<file path="src/rtl/lab_practical.sv">
// Four-function ALU for the lab-practical board: pushbutton-selected ADD/SUB/AND/XOR
// on two unsigned operands, with a registered result plus carry/borrow and zero flags.
module lab_practical #(
  parameter int WIDTH = 4
) (
  input  logic             clk,
  input  logic             rst,
  input  logic             pushbutton_one,
  input  logic             pushbutton_two,
  input  logic             pushbutton_three,
  input  logic             pushbutton_four,
  input  logic [WIDTH-1:0] A,
  input  logic [WIDTH-1:0] B,
  output logic [WIDTH-1:0] result,
  output logic             carry,
  output logic             zero
);

  typedef enum logic [2:0] {
    OP_NONE,
    OP_ADD,
    OP_SUB,
    OP_AND,
    OP_XOR
  } op_e;

  op_e              op;
  logic [WIDTH:0]   sum_ext;
  logic [WIDTH:0]   diff_ext;
  logic [WIDTH-1:0] next_result;
  logic             next_carry;

  // Fixed priority: one > two > three > four; lower buttons are ignored.
  always_comb begin
    // NOTE: every always_comb output gets a default first so no path can infer a latch.
    op = OP_NONE;
    if (pushbutton_one)        op = OP_ADD;
    else if (pushbutton_two)   op = OP_SUB;
    else if (pushbutton_three) op = OP_AND;
    else if (pushbutton_four)  op = OP_XOR;
  end

  // Zero-extending by one bit puts the carry-out (ADD) or borrow (SUB, A < B) in the MSB.
  assign sum_ext  = {1'b0, A} + {1'b0, B};
  assign diff_ext = {1'b0, A} - {1'b0, B};

  always_comb begin
    next_result = '0;
    next_carry  = 1'b0;
    unique case (op)
      OP_ADD: begin
        next_result = sum_ext[WIDTH-1:0];
        next_carry  = sum_ext[WIDTH];
      end
      OP_SUB: begin
        next_result = diff_ext[WIDTH-1:0];
        next_carry  = diff_ext[WIDTH];
      end
      OP_AND:  next_result = A & B;
      OP_XOR:  next_result = A ^ B;
      OP_NONE: next_result = '0;
      default: next_result = '0;
    endcase
  end

  // With no button held the flags and result simply keep their last values.
  always_ff @(posedge clk) begin
    // NOTE: sequential state uses non-blocking assignments so all registers update together.
    if (rst) begin
      result <= '0;
      carry  <= 1'b0;
      zero   <= 1'b1;
    end else if (op != OP_NONE) begin
      result <= next_result;
      carry  <= next_carry;
      zero   <= (next_result == '0);
    end
  end

endmodule

</file>
<file path="config.mk">
export PLATFORM = sky130hd
export DESIGN_NAME = lab_practical
export DESIGN_NICKNAME = d
export VERILOG_FILES = /design/src/rtl/lab_practical.sv
export SDC_FILE = /design/constraint.sdc
export NUM_CORES = 1
export LEC_CHECK = 0
export BUFFER_PORTS_ARGS = -buffer_cell sky130_fd_sc_hd__buf_2
export CELL_PAD_IN_SITES_DETAIL_PLACEMENT = 0
export CELL_PAD_IN_SITES_GLOBAL_PLACEMENT = 1
export CORE_MARGIN = 3
export CORE_UTILIZATION = 39
export CTS_BUF_LIST = sky130_fd_sc_hd__clkbuf_8
export DETAILED_ROUTE_END_ITERATION = 8
export PLACE_DENSITY_LB_ADDON = 0.15
export SLEW_MARGIN = 25
export SYNTH_ARGS = -nofsm -noshare
export SYNTH_HDL_FRONTEND = slang
export SYNTH_SLANG_ARGS = --single-unit
</file>
<file path="constraint.sdc">
create_clock -name clk -period 7.65 [get_ports clk]
set_clock_uncertainty 0.15 [all_clocks]
set_input_delay 2.295 -clock clk [delete_from_list [all_inputs] [get_ports clk]]
set_output_delay 2.295 -clock clk [all_outputs]
set_load 0.005 [all_outputs]
</file>
# Yosys cells after proc, flatten, opt, wreduce, memory -nomap -nowiden
# Index checks and enable logic that the tools add are counted.
# totals
reg_bits	6
input_bits	14
out_inout_bits	6
word_cells	19
# op_classes
add_sub_neg	2
eq_ne	4
n_mux	6
bitwise_logic	2
n_reduce_logical	2
# ops
operator	n
4-bit one-hot mux with 4 select lines	1
3-bit 2-to-1 mux	4
3-bit by 2-bit equality test with 1-bit output, second input constant	2
4-bit by 4-bit adder with 5-bit output	1
4-bit by 4-bit subtractor with 5-bit output	1
4-bit bitwise AND	1
4-bit zero test	1
4-bit XOR	1
3-bit by 1-bit equality test with 1-bit output, second input constant	1
3-bit equality test, second input constant	1
3-bit nonzero test	1
1-bit one-hot mux with 2 select lines	1

# Longest topological paths before layout
# depth
depth_word	7
ltp_mapped	9

# Worst setup path before layout
# OpenSTA, ideal clock, no wires.
# synth_path
path_type	input port to flip-flop
start	in A[0]
end	reg carry
setup_ps	74
arrival_ps	3798
required_time_ps	7426
path_slack_ps	3628
stages	8
n_path_buf	0
path_cell_list	inv_1 -> ha_1 -> inv_1 -> fa_1 -> a21oi_1 -> nor2b_1 -> or4b_2 -> a31oi_1
# synth_via
elab_chain_len	2
elab_cells_between_ends	3
cone_classes	2 x add/sub; 1 x mux
# synth_rtl
element	line_no	source
start, declared	12	input logic [WIDTH-1:0] A,
4-bit by 4-bit subtractor with 5-bit output / 4-bit by 4-bit adder with 5-bit output (equally long branches)	45, 44	
1-bit one-hot mux with 2 select lines *	50	unique case (op)
end signal, assigned	75	carry <= next_carry;
end, declared	15	output logic carry,
# Every way passes the cells marked *; elsewhere a longest branch is shown, timed or not.
# A chain may end at the register's enable or synchronous reset.

# Worst setup path in the final report
# Ends and elaborated chain as after synthesis.

==> out/metrics.csv <==
stage,metric,value,unit
sta,min_period,4.010,ns
clocking,htreeDepth,1,
place,place.gp.congestion,0.8141,
sta,hold_violations,0,
clocking,clock_latency,0.22,ns
routing,num_vias,567,
clocking,tritoncts,built,
finish,fillers,123,
pwr,p_per_area,167.5,nW/µm²
floorplan,die_area,1984,µm²
min_path,hold_class,reg2reg,
routing,wirelength,1339,µm
finish,layout.nets,116,
routing,drc_errors,0,
setup_path,crit_type,in2reg,
sta,tightest_slew,0.8782,ns
sta,rsz0062_at_grt,no,
global_routing,grt_antenna_before_repair,0,
global_routing,grt_max_degree,11,
sta,setup_violations,0,
finish,post-route-cell-area,719.4,µm²
routing,post_drt_wl_per_cell,12.75,µm
global_routing,use_met3,6.504,%
synthesis,synth_area,579.3,µm²
global_routing,overflow,0,
place,port-buffer-count,19,
status,outcome,completed,
global_routing,grt_util_met1,19.22,%
pwr,leakage,0.3467,nW
sta,max_freq,249.4,MHz
routing,ant_nets,0,
floorplan,start_util,42.91,%
clocking,cts.sinks,6,
routing,drt-initial-drc-count,20,
clocking,cts_root_buf,clkbuf_8,
synthesis,synth_fp_nets,94,
global_routing,use_met2,20.92,%
sta,hold_ws,0.3009,ns
pwr,p_total,120.5,µW
clocking,cts_resized,0,
sta,timing.final.ws_setup,3.640,ns
finish,utilization,53.29,%
clocking,cts_made_buffers,3,
finish,drive_gt1_share,27.78,%
synthesis,synth-seq-area-share,20.73,%
sta,relSlewSlack,40.91,%
global_routing,grt_pass1_wl,2145,µm
global_routing,grtUsageTotal,14.75,%
routing,viasPerCell,5.400,
sta,final-max-slew-violation-count,0,
finish,layout_commonest_cell,buf_2,
sta,fin_crit_sh,52.42,%
synthesis,synth_cell_types,26,
global_routing,grt_pass1_vias,534,
routing,dr.pass1.iters,4,
floorplan,core_area,1350,µm²
floorplan,pin_count,20,
synthesis,synth-seq-cells,6,
synthesis,netlist_instances,70,
finish,final_cells,105,
place,place_area,678.2,µm²
pwr,peakVddDrop,0.1079,mV
clocking,cts_setup_buffers,0,
synthesis,yosys_warnings,0,
synthesis,avgSynthCellArea,8.276,µm²
setup_path,cp_max_fo,2,
floorplan,die_height,44.54,µm
finish,synthToLayoutAreaGrowth,24.19,%
setup_path,cp.required,7.65,ns
floorplan,core.rowCount,13,
setup_path,cp-end-kind,flip-flop,
place,placed_cells,102,
finish,diodes,0,
clocking,clk_pin_slew,0.04,ns
sta,fin_tns_setup,0,ns
job,cap_viol_max_count,0,
clocking,cts_hold_buffers,0,
floorplan,die_x,44.54,µm
finish,final_cell_mix,"19 x buf_2, 10 x a21oi_1, 8 x nand2_1, 8 x ha_1",
place,dp_hpwl,1077,µm
setup_path,start_kind,input pin,
clocking,clockBufferDepth,2,
setup_path,critPathArrivalTime,4.01,ns
place,post-place-ws,3.417,ns
global_routing,grt_busiest_layer,met2,
==> cell usage after synthesis <==
library cell | number | area share, %
nor3_1 | 1 | 0.86
a2111oi_0 | 1 | 1.5
inv_1 | 6 | 3.9
nand2b_1 | 1 | 1.1
nor3b_2 | 1 | 2.2
and3_1 | 1 | 1.1
dfxtp_1 | 6 | 21
a31oi_1 | 2 | 2.2
a21o_1 | 1 | 1.3
a21oi_1 | 10 | 8.6
xnor2_1 | 3 | 4.5
buf_6 | 1 | 1.9
fa_1 | 2 | 6.9
nor2b_1 | 3 | 3.2
a221o_1 | 2 | 3.5
nand2_1 | 8 | 5.2
nor4_1 | 1 | 1.1
a211oi_2 | 1 | 2.2
nor2_1 | 3 | 1.9
clkbuf_1 | 1 | 0.65
o21ai_0 | 3 | 2.6
a22o_1 | 1 | 1.5
ha_1 | 8 | 17
xor2_1 | 1 | 1.5
or4b_2 | 1 | 1.7
o21ai_1 | 1 | 0.86
==> logic make-up (layout without fill, tap and decap cells) <==
logic type | count (synthesis) | after routing | synth area share [%]
xor gates and xnor gates | 4 | 4 | 6.049
buffers and inverters | 8 | 28 | 6.478
and+or+nand+nor | 20 | 20 | 18.36
AOI/OAI and AO/OA | 22 | 22 | 24.19
adders and majority gates | 10 | 10 | 24.19
DFF | 6 | 6 | 20.74
==> routing by layer <==
layer	wire, µm	up-vias
met5	0	-
li1	-	287
met1	615	250
met2	581	28
met4	14	0
met3	127	2
==> worst paths after layout <==
kind                     startpoint                      to  slack (ns)  cells after the start
max                            A[0]      carry$_SDFFE_PP0P_        3.64                      9
min          result[0]$_SDFFE_PP0P_  result[0]$_SDFFE_PP0P_        0.30                      2
max reg2reg       zero$_SDFFE_PP1P_       zero$_SDFFE_PP1P_        6.79                      1
min reg2reg  result[0]$_SDFFE_PP0P_  result[0]$_SDFFE_PP0P_        0.30                      2
==> critical path, cell delays in order <==
cell and delay (ns):
buf_2 0.10, inv_1 0.05, ha_1 0.17, inv_1 0.06, fa_1 0.39, a21oi_1 0.14, nor2b_1 0.05, or4b_2 0.60
a31oi_1 0.15
==> state kept, by name, indices dropped and copies added (netlist names) <==
name / count
carry: 1
result: 4
zero: 1
==> final cells by class <==
| type | instances | area (µm²) | area share, % |
|---|---|---|---|
| repair buffers | 19 | 95.09 | 13.22 |
| clock buffers | 3 | 41.29 | 5.739 |
| multi-input cells | 56 | 421.7 | 58.61 |
| flip-flops and latches | 6 | 120.1 | 16.70 |
| well taps | 15 | 18.77 | 2.609 |
| inverters | 6 | 22.52 | 3.130 |
==> where the power goes <==
group | internal, mW | switching (mW)
logic | 0.0177 | 0.0196
clock network | 0.0338 | 0.0134
registers | 0.0347 | 0.00134
total | 0.0862 | 0.0343
Note: power is estimated with default switching activity, not from simulation.
